==> src/rtl/race_pkg.sv <==
// Shared race definitions: state encoding and datapath widths.
// Also imported by the physics engine, so codes must stay fixed.
package race_pkg;

  localparam int unsigned STATE_W = 3;
  localparam int unsigned LAP_W   = 4;
  localparam int unsigned TIME_W  = 16;
  localparam int unsigned CD_W    = 3;

  typedef enum logic [STATE_W-1:0] {
    ST_IDLE      = 3'd0,
    ST_SETTING   = 3'd1,
    ST_COUNTDOWN = 3'd3,
    ST_RACING    = 3'd4,
    ST_PAUSE     = 3'd5,
    ST_FINISH    = 3'd6
  } race_state_e;

endpackage

==> src/rtl/race_sequencer_tick_gen.sv <==
// Physics-tick prescaler: counts 0..TICK_DIV-1 while run is high,
// holds its value while run is low, and returns to 0 on clear.
module tick_gen #(
  parameter int unsigned TICK_DIV = 1_000_000
) (
  input  logic clk,
  input  logic rst,
  input  logic run,
  input  logic clear,
  output logic tick
);

  localparam int unsigned CW = (TICK_DIV > 1) ? $clog2(TICK_DIV) : 1;
  localparam logic [CW-1:0] LAST = CW'(TICK_DIV - 1);

  logic [CW-1:0] cnt_q;

  // Prescaler counter; clear wins over run, neither means freeze.
  always_ff @(posedge clk or negedge rst) begin
    if (!rst) begin
      cnt_q <= '0;
    end else if (clear) begin
      cnt_q <= '0;
    end else if (run) begin
      cnt_q <= (cnt_q == LAST) ? '0 : cnt_q + 1'b1;
    end
  end

  assign tick = run && (cnt_q == LAST);

endmodule

==> src/rtl/race_sequencer.sv <==
// Race sequencer: IDLE -> SETTING -> COUNTDOWN -> RACING -> FINISH,
// with lap counting, 10 ms race timer and physics-tick generation.
// Optional feature macro PAUSE_EN: enables the PAUSE state driven by
// pause_btn; without it pause_btn is ignored and code 5 recovers to IDLE.
module race_sequencer
  import race_pkg::*;
#(
  parameter int unsigned TICK_DIV      = 1_000_000,
  parameter int unsigned TICKS_PER_SEC = 100,
  parameter int unsigned COUNT_SECS    = 3,
  parameter int unsigned NUM_LAPS      = 3
) (
  input  logic              clk,
  input  logic              rst,
  input  logic              start_btn,
  input  logic              pause_btn,
  input  logic              abort,
  input  logic              lap_pulse,
  output logic [2:0]        state,
  output logic [2:0]        countdown,
  output logic [3:0]        lap_count,
  output logic [15:0]       race_time,
  output logic              go_pulse,
  output logic              phys_tick
);

  localparam int unsigned SW = (TICKS_PER_SEC > 1) ? $clog2(TICKS_PER_SEC) : 1;
  localparam logic [SW-1:0]     SEC_LAST  = SW'(TICKS_PER_SEC - 1);
  localparam logic [CD_W-1:0]   CD_START  = CD_W'(COUNT_SECS);
  localparam logic [LAP_W-1:0]  LAP_FINAL = LAP_W'(NUM_LAPS);

  race_state_e       state_q, state_d;
  logic [CD_W-1:0]   cd_q, cd_d;
  logic [LAP_W-1:0]  lap_q, lap_d, lap_inc;
  logic [TIME_W-1:0] time_q, time_d;
  logic [SW-1:0]     sec_q, sec_d;
  logic              go_q, go_d;
  logic              tick, run, hold, clear;

`ifndef PAUSE_EN
  logic unused_pause;
  assign unused_pause = pause_btn;
`endif

  // Prescaler run/freeze/clear decode from the current state.
  always_comb begin
    run  = (state_q == ST_COUNTDOWN) || (state_q == ST_RACING);
`ifdef PAUSE_EN
    hold = (state_q == ST_PAUSE);
`else
    hold = 1'b0;
`endif
    clear = abort || !(run || hold);
  end

  tick_gen #(.TICK_DIV(TICK_DIV)) u_tick_gen (
    .clk   (clk),
    .rst   (rst),
    .run   (run),
    .clear (clear),
    .tick  (tick)
  );

  assign lap_inc = lap_q + 1'b1;

  // Next-state and counter updates; abort overrides every state.
  always_comb begin
    state_d = state_q;
    cd_d    = cd_q;
    lap_d   = lap_q;
    time_d  = time_q;
    sec_d   = sec_q;
    go_d    = 1'b0;
    if (abort) begin
      state_d = ST_IDLE;
      cd_d    = '0;
      lap_d   = '0;
      time_d  = '0;
      sec_d   = '0;
    end else begin
      case (state_q)
        ST_IDLE: begin
          cd_d   = '0;
          lap_d  = '0;
          time_d = '0;
          sec_d  = '0;
          if (start_btn) state_d = ST_SETTING;
        end
        ST_SETTING: begin
          if (start_btn) begin
            state_d = ST_COUNTDOWN;
            cd_d    = CD_START;
            sec_d   = '0;
          end
        end
        ST_COUNTDOWN: begin
          if (tick) begin
            if (sec_q == SEC_LAST) begin
              sec_d = '0;
              if (cd_q <= 3'd1) begin
                state_d = ST_RACING;
                cd_d    = '0;
                lap_d   = '0;
                time_d  = '0;
                go_d    = 1'b1;
              end else begin
                cd_d = cd_q - 1'b1;
              end
            end else begin
              sec_d = sec_q + 1'b1;
            end
          end
        end
        ST_RACING: begin
          if (tick && (time_q != '1)) time_d = time_q + 1'b1;
          // A lap on the same edge as pause is still counted; the
          // final lap beats pause so the race can never pause after it ends.
          if (lap_pulse) begin
            lap_d = lap_inc;
            if (lap_inc == LAP_FINAL) state_d = ST_FINISH;
`ifdef PAUSE_EN
            else if (pause_btn) state_d = ST_PAUSE;
`endif
          end
`ifdef PAUSE_EN
          else if (pause_btn) state_d = ST_PAUSE;
`endif
        end
`ifdef PAUSE_EN
        ST_PAUSE: begin
          if (pause_btn) state_d = ST_RACING;
        end
`endif
        ST_FINISH: begin
          if (start_btn) begin
            state_d = ST_IDLE;
            lap_d   = '0;
            time_d  = '0;
          end
        end
        default: begin
          state_d = ST_IDLE;
          cd_d    = '0;
          lap_d   = '0;
          time_d  = '0;
          sec_d   = '0;
        end
      endcase
    end
  end

  // State and counter registers.
  always_ff @(posedge clk or negedge rst) begin
    if (!rst) begin
      state_q <= ST_IDLE;
      cd_q    <= '0;
      lap_q   <= '0;
      time_q  <= '0;
      sec_q   <= '0;
      go_q    <= 1'b0;
    end else begin
      state_q <= state_d;
      cd_q    <= cd_d;
      lap_q   <= lap_d;
      time_q  <= time_d;
      sec_q   <= sec_d;
      go_q    <= go_d;
    end
  end

  assign state     = state_q;
  assign countdown = cd_q;
  assign lap_count = lap_q;
  assign race_time = time_q;
  assign go_pulse  = go_q;
  assign phys_tick = tick;

endmodule

==> config.mk <==
export PLATFORM = sky130hd
export DESIGN_NAME = race_sequencer
export DESIGN_NICKNAME = d
export VERILOG_FILES = /design/src/rtl/race_pkg.sv /design/src/rtl/race_sequencer_tick_gen.sv /design/src/rtl/race_sequencer.sv
export SDC_FILE = /design/constraint.sdc
export NUM_CORES = 1
export LEC_CHECK = 0
export BUFFER_PORTS_ARGS = -buffer_cell sky130_fd_sc_hd__buf_4
export CAP_MARGIN = 20
export CORE_UTILIZATION = 40
export DETAILED_ROUTE_END_ITERATION = 10
export PLACE_DENSITY = 0.69
export SLEW_MARGIN = 30
export SYNTH_ARGS = -nofsm -noshare
export SYNTH_HDL_FRONTEND = slang
export SYNTH_SLANG_ARGS = --single-unit
export TNS_END_PERCENT = 30
==> constraint.sdc <==
create_clock -name clk -period 2.3 [get_ports clk]
set_input_delay 0.23 -clock clk [delete_from_list [all_inputs] [get_ports clk]]
set_output_delay 0.23 -clock clk [all_outputs]
set_load 0.05 [all_outputs]
# Word level (Yosys, flattened, before mapping)
# Index checks and enable logic that the tools add are counted.
dict set report totals {
  in_bits 6
  reg_bits 54
  out_inout_bits 28
  word_cells 87
}
dict set report classes {
  eq_ne 19
  n_lt_le_gt_ge 1
  reduce_logical 13
  mux 42
  addsub 5
}
# operator count
set op_table {}
lappend op_table {{2-to-1 mux 16 bit} 6}
lappend op_table {{case mux 16 bit (4 select lines)} 1}
lappend op_table {{2-to-1 mux 20 bit} 3}
lappend op_table {{2-to-1 mux 3 bit} 13}
lappend op_table {{2-to-1 mux 7 bit} 4}
lappend op_table {{2-to-1 mux 4 bit} 6}
lappend op_table {{case mux 7 bit (3 select lines)} 1}
lappend op_table {{adder 20 x 1 -> 20 bit (second input constant)} 1}
lappend op_table {{equality test 20 bit (second input constant)} 1}
lappend op_table {{adder 16 x 1 -> 16 bit (second input constant)} 1}
lappend op_table {{inequality test 16 bit (second input constant)} 1}
lappend op_table {{case mux 4 bit (4 select lines)} 1}
lappend op_table {{inequality test 3 bit (second input constant)} 5}
lappend op_table {{case mux 3 bit (5 select lines)} 1}
lappend op_table {{inequality test 3 x 2 -> 1 bit (second input constant)} 4}
lappend op_table {{AND reduction 6 bit} 2}
lappend op_table {{case mux 3 bit (3 select lines)} 1}
lappend op_table {{AND reduction 8 bit} 1}
lappend op_table {{adder 7 x 1 -> 7 bit (second input constant)} 1}
lappend op_table {{equality test 7 bit (second input constant)} 1}
lappend op_table {{equality test 3 bit (second input constant)} 2}
lappend op_table {{2-to-1 mux 1 bit} 5}
lappend op_table {{adder 4 x 1 -> 4 bit (second input constant)} 1}
lappend op_table {{equality test 4 x 2 -> 1 bit (second input constant)} 1}
lappend op_table {{other kinds (14)} 16}

# Depth between registers and ports, before layout
# Gate-level depths: netlist (run 1).
dict set report logic_depth {
  word_depth 7
  mapped_depth 8
  depth_no_buf 7
}

# Cells and area by module
# A second synthesis (run 1) with hierarchy kept.
dict set report unflattened {
  hier_cells 346
  hier_area_um2 3209.3
}
# module seq_area_each_um2 area_each_um2 cells_each instances
set by_module_without_submodules {}
lappend by_module_without_submodules {race_sequencer 850.8 2112.0 229 1}
lappend by_module_without_submodules {tick_gen 500.5 1097.3 117 1}

# Worst setup path after synthesis (run 1)
# No wires, ideal clock.
dict set report synth_timing {
  kind {register to register}
  from {register state_q[2] (netlist: state[2])}
  to {register time_q[0] (netlist: race_time[0])}
  required_ns 2.172
  setup_ns 0.128
  stages_incl_launch_ff 6
  path_buffers 0
  arrival_ns 2.232
  path_slack_ns -0.059
  synth_period_minus_slack_ns 2.359
  cell_sequence {dfrtp_1 > or3b_1 > a211oi_4 > o211ai_2 > a211oi_4 > mux2_1}
}
dict set report synth_via {
  elab_chain_cells 6
  word_cells_on_any_way 16
  cone_classes {eq/ne (10); mux (2); reduce/logical (4)}
}
# item line
set synth_lines {}
lappend synth_lines {{start: declaration} race_sequencer.sv:32} ;# race_state_e state_q, state_d;
lappend synth_lines {{start signal: assignment} race_sequencer.sv:162} ;# state_q <= state_d;
lappend synth_lines {{equality test 3 x 2 -> 1 bit or equality test 3 bit (tied branches)} {race_sequencer.sv:47, race_sequencer.sv:81}}
lappend synth_lines {{logical OR 1 bit} race_sequencer.sv:47} ;# run = (state_q == ST_COUNTDOWN) || (state_q == ST_RACING);
lappend synth_lines {{logical AND 1 bit} race_sequencer_tick_gen.sv:29} ;# assign tick = run && (cnt_q == LAST);
lappend synth_lines {{logical AND 1 bit} race_sequencer.sv:115} ;# if (tick && (time_q != '1)) time_d = time_q + 1'b1;
lappend synth_lines {{inequality test 3 x 2 -> 1 bit (no source line)} n/a}
lappend synth_lines {{AND reduction 6 bit (no source line)} n/a}
lappend synth_lines {{end signal: assignment} race_sequencer.sv:165} ;# time_q <= time_d;
lappend synth_lines {{end: declaration} race_sequencer.sv:35} ;# logic [TIME_W-1:0] time_q, time_d;
# Parallel ways exist; a longest one is shown, timed or not.
# A chain may end at the register's enable or synchronous reset.

# Worst setup path in the final report (run 1)
dict set report layout_timing {
  from {register u_tick_gen.cnt_q[13]}
  to {output phys_tick}
}
dict set report layout_via {
  elab_chain_cells 2
}
# item line
set layout_lines {}
lappend layout_lines {{start: declaration} race_sequencer_tick_gen.sv:16} ;# logic [CW-1:0] cnt_q;
lappend layout_lines {{start signal: assignment} race_sequencer_tick_gen.sv:25} ;# cnt_q <= (cnt_q == LAST) ? '0 : cnt_q + 1'b1;
lappend layout_lines {{equality test 20 bit} race_sequencer_tick_gen.sv:29}
lappend layout_lines {{logical AND 1 bit} race_sequencer_tick_gen.sv:29}
lappend layout_lines {{end: declaration} race_sequencer.sv:24} ;# output logic phys_tick
# No other way between the ends.

==> metrics.txt, run 1 <==
post-layout min period 2.32 ns; Clk pwr share 0.221; DPL Wire Length 5020 um; wire length on met3 184 um; largest net degree at the start of global routing 55; crit end category output pin; worst setup path category flip-flop to output pin; share of post-route cells with drive strength above 1 0.208; IO buf count 32; failing checks design-rule violations, negative setup slack; core area 7730 um2; CTS tree yes; status finished, violations left; # clock sinks 54; Hold Crit Start lap_pulse; largest area contributor in the netlist dfrtp_1; crit path DAT 2.09 ns; Hold EP lap_count[2]$_DFFE_PN0P_; final worst slack -0.0225 ns; first-pass GRT wire length 12200 um; Worst R2R End race_time[1]$_DFFE_PN0P_; crit path max fanout 4; Die ar. 8320 um2; CP required 2.07 ns; drt drc 1; fillers 741; Worst R2R Path Depth 7; H-tree depth 2; highest metal used met4; crit share post-route 1.01; fin. max-slew vios 0; sw frac 0.390; unrepaired setup endpoints after global routing true; Vias/cell 5.49; Syn Area/Cell 9.28 um2; Die W 91.2 um; Antenna Nets Post-Route 0; Hold Vio Cnt, Final 0; sequential power share 0.421; Net Sw Power 0.989 mW; synthesized cell area 3180 um2; flops & latches, synth 54; number of global-route vias before repair 2578; logic gate share of total power 0.358; cells after synthesis 343; CTS buffer count 5; M1 WL 3290 um; Starting Density 0.412; met2 routed WL 3420 um; largest cells by area after synthesis dfrtp_1 (42%), nor2_1 (4.5%), a21oi_1 (3.3%), nand2_1 (3.3%), xnor2_1 (3.0%); Post-synth EDFFs 0; Post-DP Area 3650 um2; reg2reg start u_tick_gen.cnt_q[7]$_DFFE_PN0P_; worst hold stages 3; Unique masters post-synth 65; antenna diode count 0; row count 32; Iter 0 DRT Violations 90; Setup Viol. Count Final 1; YS warnings 0; First-pass DRT Iterations 7; GP Congestion 0.810; total power 2.54 mW; CTS Root Cell clkbuf_8; Cell Pwr Density 673 nW/um2; startpoint types flip-flop; ys flop type dfrtp_1; Slew headroom 0.531; Finished Cell Area 3770 um2; initial antenna violation count 0; Slew @ Worst Pin 0.703 ns; LEAKAGE 1.58 nW; share of flip-flops with an asynchronous set or reset 1.00; total grt overflow 0; DR vias 2721; Final #Nets 406; I/O Pins 34; Max Fclk 431 MHz; peak supply drop 0.000255 V; Tot GR Track Use 0.179; reg-to-reg slack, setup 0.11 ns; register area share after synthesis 0.425; Worst-path clk slew 0.10 ns; Total Wirelength 6980 um; Area growth syn-to-layout 18.5%; P_int 1.55 mW; syn nets 356; Setup Fix Bufs, Post-CTS 0; Clock Skew 0.0137 ns; sum of negative setup slack -0.0225 ns; clk buf depth 2; Die Span Y 91.2 um; worst min path class input pin to flip-flop; routed len/inst 14.1 um; max cap viols 0; clock latency on the worst-skew pair 0.32 ns; post-synth top area share 0.425
[through the flow]
step	cells	hold WS, ns	setup WS, ns	util
after floorplan	343	-0.0656	0.0308	-
after global placement	487	0.325	0.158	0.473
after detailed placement	487	0.331	0.0135	0.473
after CTS	496	0.198	0.0118	0.487
after global routing	496	0.222	-0.102	0.488
final	496	0.205	-0.0225	0.488
[cell families after synthesis]
logic type | Yosys count | share of synthesized area
AO/OA/AOI/OAI | 76 | 0.167
XOR/XNOR | 17 | 0.0468
adder cells (fa/ha/maj) | 7 | 0.0275
buffers and inverters | 25 | 0.0366
flip-flops | 54 | 0.425
multiplexers | 6 | 0.0201
AND/OR/NAND/NOR | 158 | 0.278
[Yosys cell counts, drive strengths merged (4+ instances only)]
library cell	number
a21oi	21
a31oi	8
and3	5
and4	5
buf	9
clkbuf	4
dfrtp	54
ha	7
inv	12
nand2	28
nand2b	4
nand3	19
nand4	12
nor2	39
nor3	11
nor4	5
o211ai	5
o21ai	18
o31ai	4
or3	7
xnor2	11
xor2	6
[cell usage in the layout (no fill, tap or decap), types with 3 or more instances in the layout]
cell / instances
a21oi_1: 21
a31oi_1: 6
a41oi_1: 3
and3_1: 5
and4_1: 4
buf_4: 55
clkbuf_8: 5
dfrtp_1: 51
dfrtp_2: 3
ha_1: 7
inv_1: 12
mux2_1: 3
mux2i_1: 3
nand2_1: 28
nand2b_1: 4
nand3_1: 19
nand4_1: 12
nor2_1: 38
nor3_1: 9
nor4_1: 4
o211ai_2: 3
o21a_1: 3
o21ai_0: 8
o21ai_1: 10
o31ai_1: 4
or3_1: 7
xnor2_1: 11
xor2_1: 6
[routing by layer]
layer / up-vias / GRT usage
li1: 1361 / -
met1: 1310 / 0.235
met2: 42 / 0.302
met3: 8 / 0.0310
met4: 0 / 0.0529
met5: - / 0
[power by group through the flow]
stage / clock network, mW / logic [mW] / registers (mW)
2_1_floorplan: 0 / 0.483 / 1.23
3_3_place_gp: 0 / 0.893 / 1.08
3_5_place_dp: 0 / 0.908 / 1.09
4_1_cts: 0.582 / 0.913 / 1.07
5_1_grt: 0.610 / 0.996 / 1.08
6_report: 0.562 / 0.908 / 1.07
[registers in the layout, indices dropped and copies added (netlist names)]
| name | cells |
|---|---|
| countdown | 3 |
| state | 3 |
| go_pulse | 1 |
| u_tick_gen.cnt_q | 20 |
| lap_count | 4 |
| race_time | 16 |
| sec_q | 7 |
[worst max-delay path by stage]
stage | from | endpoint | slack, ns | cells after the start
final | u_tick_gen.cnt_q[13]$_DFFE_PN0P_ | phys_tick | -0.02 | 5
after global routing | u_tick_gen.cnt_q[13]$_DFFE_PN0P_ | phys_tick | -0.10 | 5
after CTS | u_tick_gen.cnt_q[0]$_DFFE_PN0P_ | phys_tick | 0.01 | 6
after detailed placement | u_tick_gen.cnt_q[0]$_DFFE_PN0P_ | state[1]$_DFFE_PN0P_ | 0.01 | 7
after global placement | u_tick_gen.cnt_q[0]$_DFFE_PN0P_ | state[1]$_DFFE_PN0P_ | 0.16 | 7
after floorplan | race_time[0]$_DFFE_PN0P_ | race_time[0]$_DFFE_PN0P_ | 0.03 | 7
[cell type report]
class                           instances  area, um2  share of cell area
Tap cell                              102        128              0.0339
Clock buffer                            6       72.6              0.0192
Sequential cell                        54       1360               0.359
Timing Repair Buffer                   56        423               0.112
Multi-Input combinational cell        264       1730               0.459
Clock inverter                          2       17.5             0.00465
Inverter                               12       45.0              0.0119
[critical path, cell delays in order (launching register included)]
cell,delay (ns)
dfrtp_1,0.42
or4_4,0.58
a211oi_4,0.27
buf_4,0.17
and2_2,0.15
buf_4,0.19
[what timing repair did]
action | in CTS | in global routing
setup endpoints to repair | 1 | 4
hold buffers | 1 | 0
pin swaps | 0 | 1
resized for setup | 1 | 2
hold endpoints to repair | 54 | 0
(Power assumes the default switching activity.)
==> run 2: changes to the inputs <==
Settings changed: CORE_UTILIZATION 40 to 53, PLACE_DENSITY 0.69 to 0.85.
Clock period 2.3 ns to 1.9 ns, I/O delays scaled along.
==> run 2 against run 1 <==
Effect of this change: the run ends with negative setup slack left; largest cell class unchanged; non-clock buffer count rose by 55; sequential cell count did not move; core utilization rose by 29 points; combinational power rose by 72%; die area fell by 24%; clock-buffer cell count fell by 1; worst hold slack got worse by 0.0050 ns; critical path type unchanged; largest power group is now combinational logic; critical path depth rose by 2; worst setup slack got worse by 0.27 ns.
==> metrics.txt, run 2 (same netlist as run 1, synthesis figures left out) <==
status finished, violations left (unchanged); failing checks negative setup slack (was design-rule violations, negative setup slack); Antenna Nets Post-Route 0 (unchanged); Worst R2R Path Depth 9 (was 7); largest net degree at the start of global routing 55 (unchanged); Die Span Y 79.5 um (was 91.2 um); Total Wirelength 9740 um (was 6980 um); GP Congestion 0.830 (was 0.810); Slew headroom 0.535 (was 0.531); total grt overflow 0 (unchanged); multi-input logic area 1890 um2 (was 1730 um2); Vias/cell 6.37 (was 5.49); fillers 331 (was 741); LEAKAGE 1.92 nW (was 1.58 nW); Max Fclk 456 MHz; CP max stage delay 0.38 ns (was 0.58 ns); Final #Nets 461 (was 406); Slowest cell on crit path dfrtp_1 (was or4_4); Hold EP lap_count[2]$_DFFE_PN0P_ (unchanged); Cell Pwr Density 836 nW/um2 (was 673 nW/um2); initial antenna violation count 0 (unchanged); max reg flops 20 (unchanged); peak supply drop 0.000571 V (was 0.000255 V); # clock sinks 54 (unchanged); worst hold stages 3 (unchanged); wire length on met3 536 um (was 184 um); Clock Skew 0.0108 ns (was 0.0137 ns); core area 5640 um2 (was 7730 um2); Tot GR Track Use 0.277 (was 0.179); share of post-route cells with drive strength above 1 0.367 (was 0.208); routed len/inst 18.7 um (was 14.1 um); final worst slack -0.291 ns (was -0.0225 ns); crit path DAT 2.00 ns (was 2.09 ns); Worst-path clk slew 0.11 ns (was 0.10 ns); drt drc 0 (was 1); Iter 0 DRT Violations 289 (was 90); post-layout min period 2.19 ns; DR vias 3318 (was 2721); crit path max fanout 5 (was 4); Slew @ Worst Pin 0.697 ns (was 0.703 ns); worst min path class input pin to flip-flop (unchanged); row count 27 (was 32); crit share post-route 1.15; Setup Viol. Count Final 34 (was 1); met2 routed WL 5050 um (was 3420 um); DPL Wire Length 5860 um (was 5020 um); worst setup path category flip-flop to output pin (unchanged); fin. max-slew vios 0 (unchanged); fin cells 521 (was 496); Biggest register u_tick_gen.cnt_q (unchanged); CTS Root Cell clkbuf_8 (unchanged); crit-path cells ha_1 -> nand4_1 -> buf_4 -> a211oi_4 -> buf_6 -> and2_4 -> buf_8 (was or4_4 -> a211oi_4 -> buf_4 -> and2_2 -> buf_4); crit end category output pin (unchanged); max cap viols 0 (unchanged); Hold Crit Start lap_pulse (unchanged); highest metal used met4 (unchanged); Starting Density 0.564 (was 0.412); reg2reg start u_tick_gen.cnt_q[1]$_DFFE_PN0P_ (was u_tick_gen.cnt_q[7]$_DFFE_PN0P_); I/O Pins 34 (unchanged); CTS buffer count 5 (unchanged); Hold Vio Cnt, Final 0 (unchanged); Area growth syn-to-layout 38.5% (was 18.5%); clock latency on the worst-skew pair 0.32 ns (about the same); Die W 79.5 um (was 91.2 um); CP top delay family buffers and inverters (was simple AND/OR/NAND/NOR gates); unrepaired setup endpoints after global routing true (unchanged); first-pass GRT wire length 13700 um (was 12200 um); number of global-route vias before repair 2976 (was 2578); most frequent cells in the layout buf_4 (98), dfrtp_1 (47), nor2_1 (37) (was buf_4 (55), dfrtp_1 (51), nor2_1 (38)); CP required 1.71 ns (was 2.07 ns); Die ar. 6320 um2 (was 8320 um2); clk buf depth 2 (unchanged); Crit path buffers/inverters 3 (was 2); reg-to-reg slack, setup -0.25 ns (was 0.11 ns); H-tree depth 2 (unchanged); Register Area 1360 um2 (about the same); antenna diode count 0 (unchanged); placed insts 501 (was 487); startpoint types flip-flop (unchanged); First-pass DRT Iterations 5 (was 7); final hold slack 0.200 ns (was 0.205 ns); Util after Layout 0.781 (was 0.488); Worst R2R End race_time[2]$_DFFE_PN0P_ (was race_time[1]$_DFFE_PN0P_); M1 WL 3820 um (was 3290 um); commonest non-fill, non-tap cell in the layout buf_4 (unchanged); IO buf count 32 (unchanged); CTS tree yes (unchanged)
## run 2: changes by cell type in the layout (fill, tap and decap cells not counted), moves of 3 or more
cell and delta:
a21oi_2 +5, a21oi_1 -5, o31ai_1 -3, dfrtp_2 +4, dfrtp_1 -4, buf_4 +43, buf_6 +9
## run 2: metrics by stage
step	setup WS, ns	instance area [um2]	TNS, ns	power [mW]
floorplan	-0.255	3220	-3.37	2.11
global placement	-0.135	4000	-1.86	2.56
detailed placement	-0.223	4000	-3.65	2.61
CTS	-0.258	4170	-4.73	3.47
global route	-0.363	4410	-8.38	3.81
finish	-0.291	4410	-5.46	3.68
## run 2: power breakdown
part           total (mW)  internal [mW]  switching, mW
clock network       0.837          0.403          0.434
registers            1.29           1.22         0.0671
logic                1.56          0.646          0.912
## run 2: timing repair
action | 4_1_cts | 5_1_grt
setup endpoints to repair | 32 | 34
hold endpoints to repair | 54 | 0
resized for setup | 4 | 38
setup buffers | 4 | 7
pin swaps | 7 | 8
hold buffers | 1 | 0
## run 2: area by class of cell
cell class,instances,area share
multi-input cells,264,0.429
flip-flops and latches,54,0.309
repair buffers,111,0.205
well taps,72,0.0204
clock buffers,5,0.0156
clock inverters,3,0.0108
inverters,12,0.0102
## run 2: worst max path at each step
stage | from | endpoint | slack (ns) | cells past startpoint
2_1_floorplan | state[2]$_DFFE_PN0P_ | race_time[0]$_DFFE_PN0P_ | -0.26 | 5
3_3_place_gp | u_tick_gen.cnt_q[13]$_DFFE_PN0P_ | race_time[1]$_DFFE_PN0P_ | -0.13 | 6
3_5_place_dp | u_tick_gen.cnt_q[13]$_DFFE_PN0P_ | race_time[1]$_DFFE_PN0P_ | -0.22 | 6
4_1_cts | u_tick_gen.cnt_q[13]$_DFFE_PN0P_ | phys_tick | -0.26 | 5
5_1_grt | lap_count[0]$_DFFE_PN0P_ | state[0]$_DFFE_PN0P_ | -0.36 | 7
6_report | u_tick_gen.cnt_q[1]$_DFFE_PN0P_ | phys_tick | -0.29 | 7
## run 2: metal layers
metal | vias up | global-route usage
li1 | 1468 | -
met1 | 1639 | 0.321
met2 | 161 | 0.519
met3 | 50 | 0.0457
met4 | 0 | 0.0782
met5 | - | 0
## run 2: worst register-to-register path, delay by kind of cell, from the launching register on
family	cells	cell delay [ns]
adder cells (fa/ha/maj)	1	0.19
flip-flops	1	0.38
AND/OR/NAND/NOR	1	0.19
buffers and inverters	3	0.50
AO/OA/AOI/OAI	4	0.79
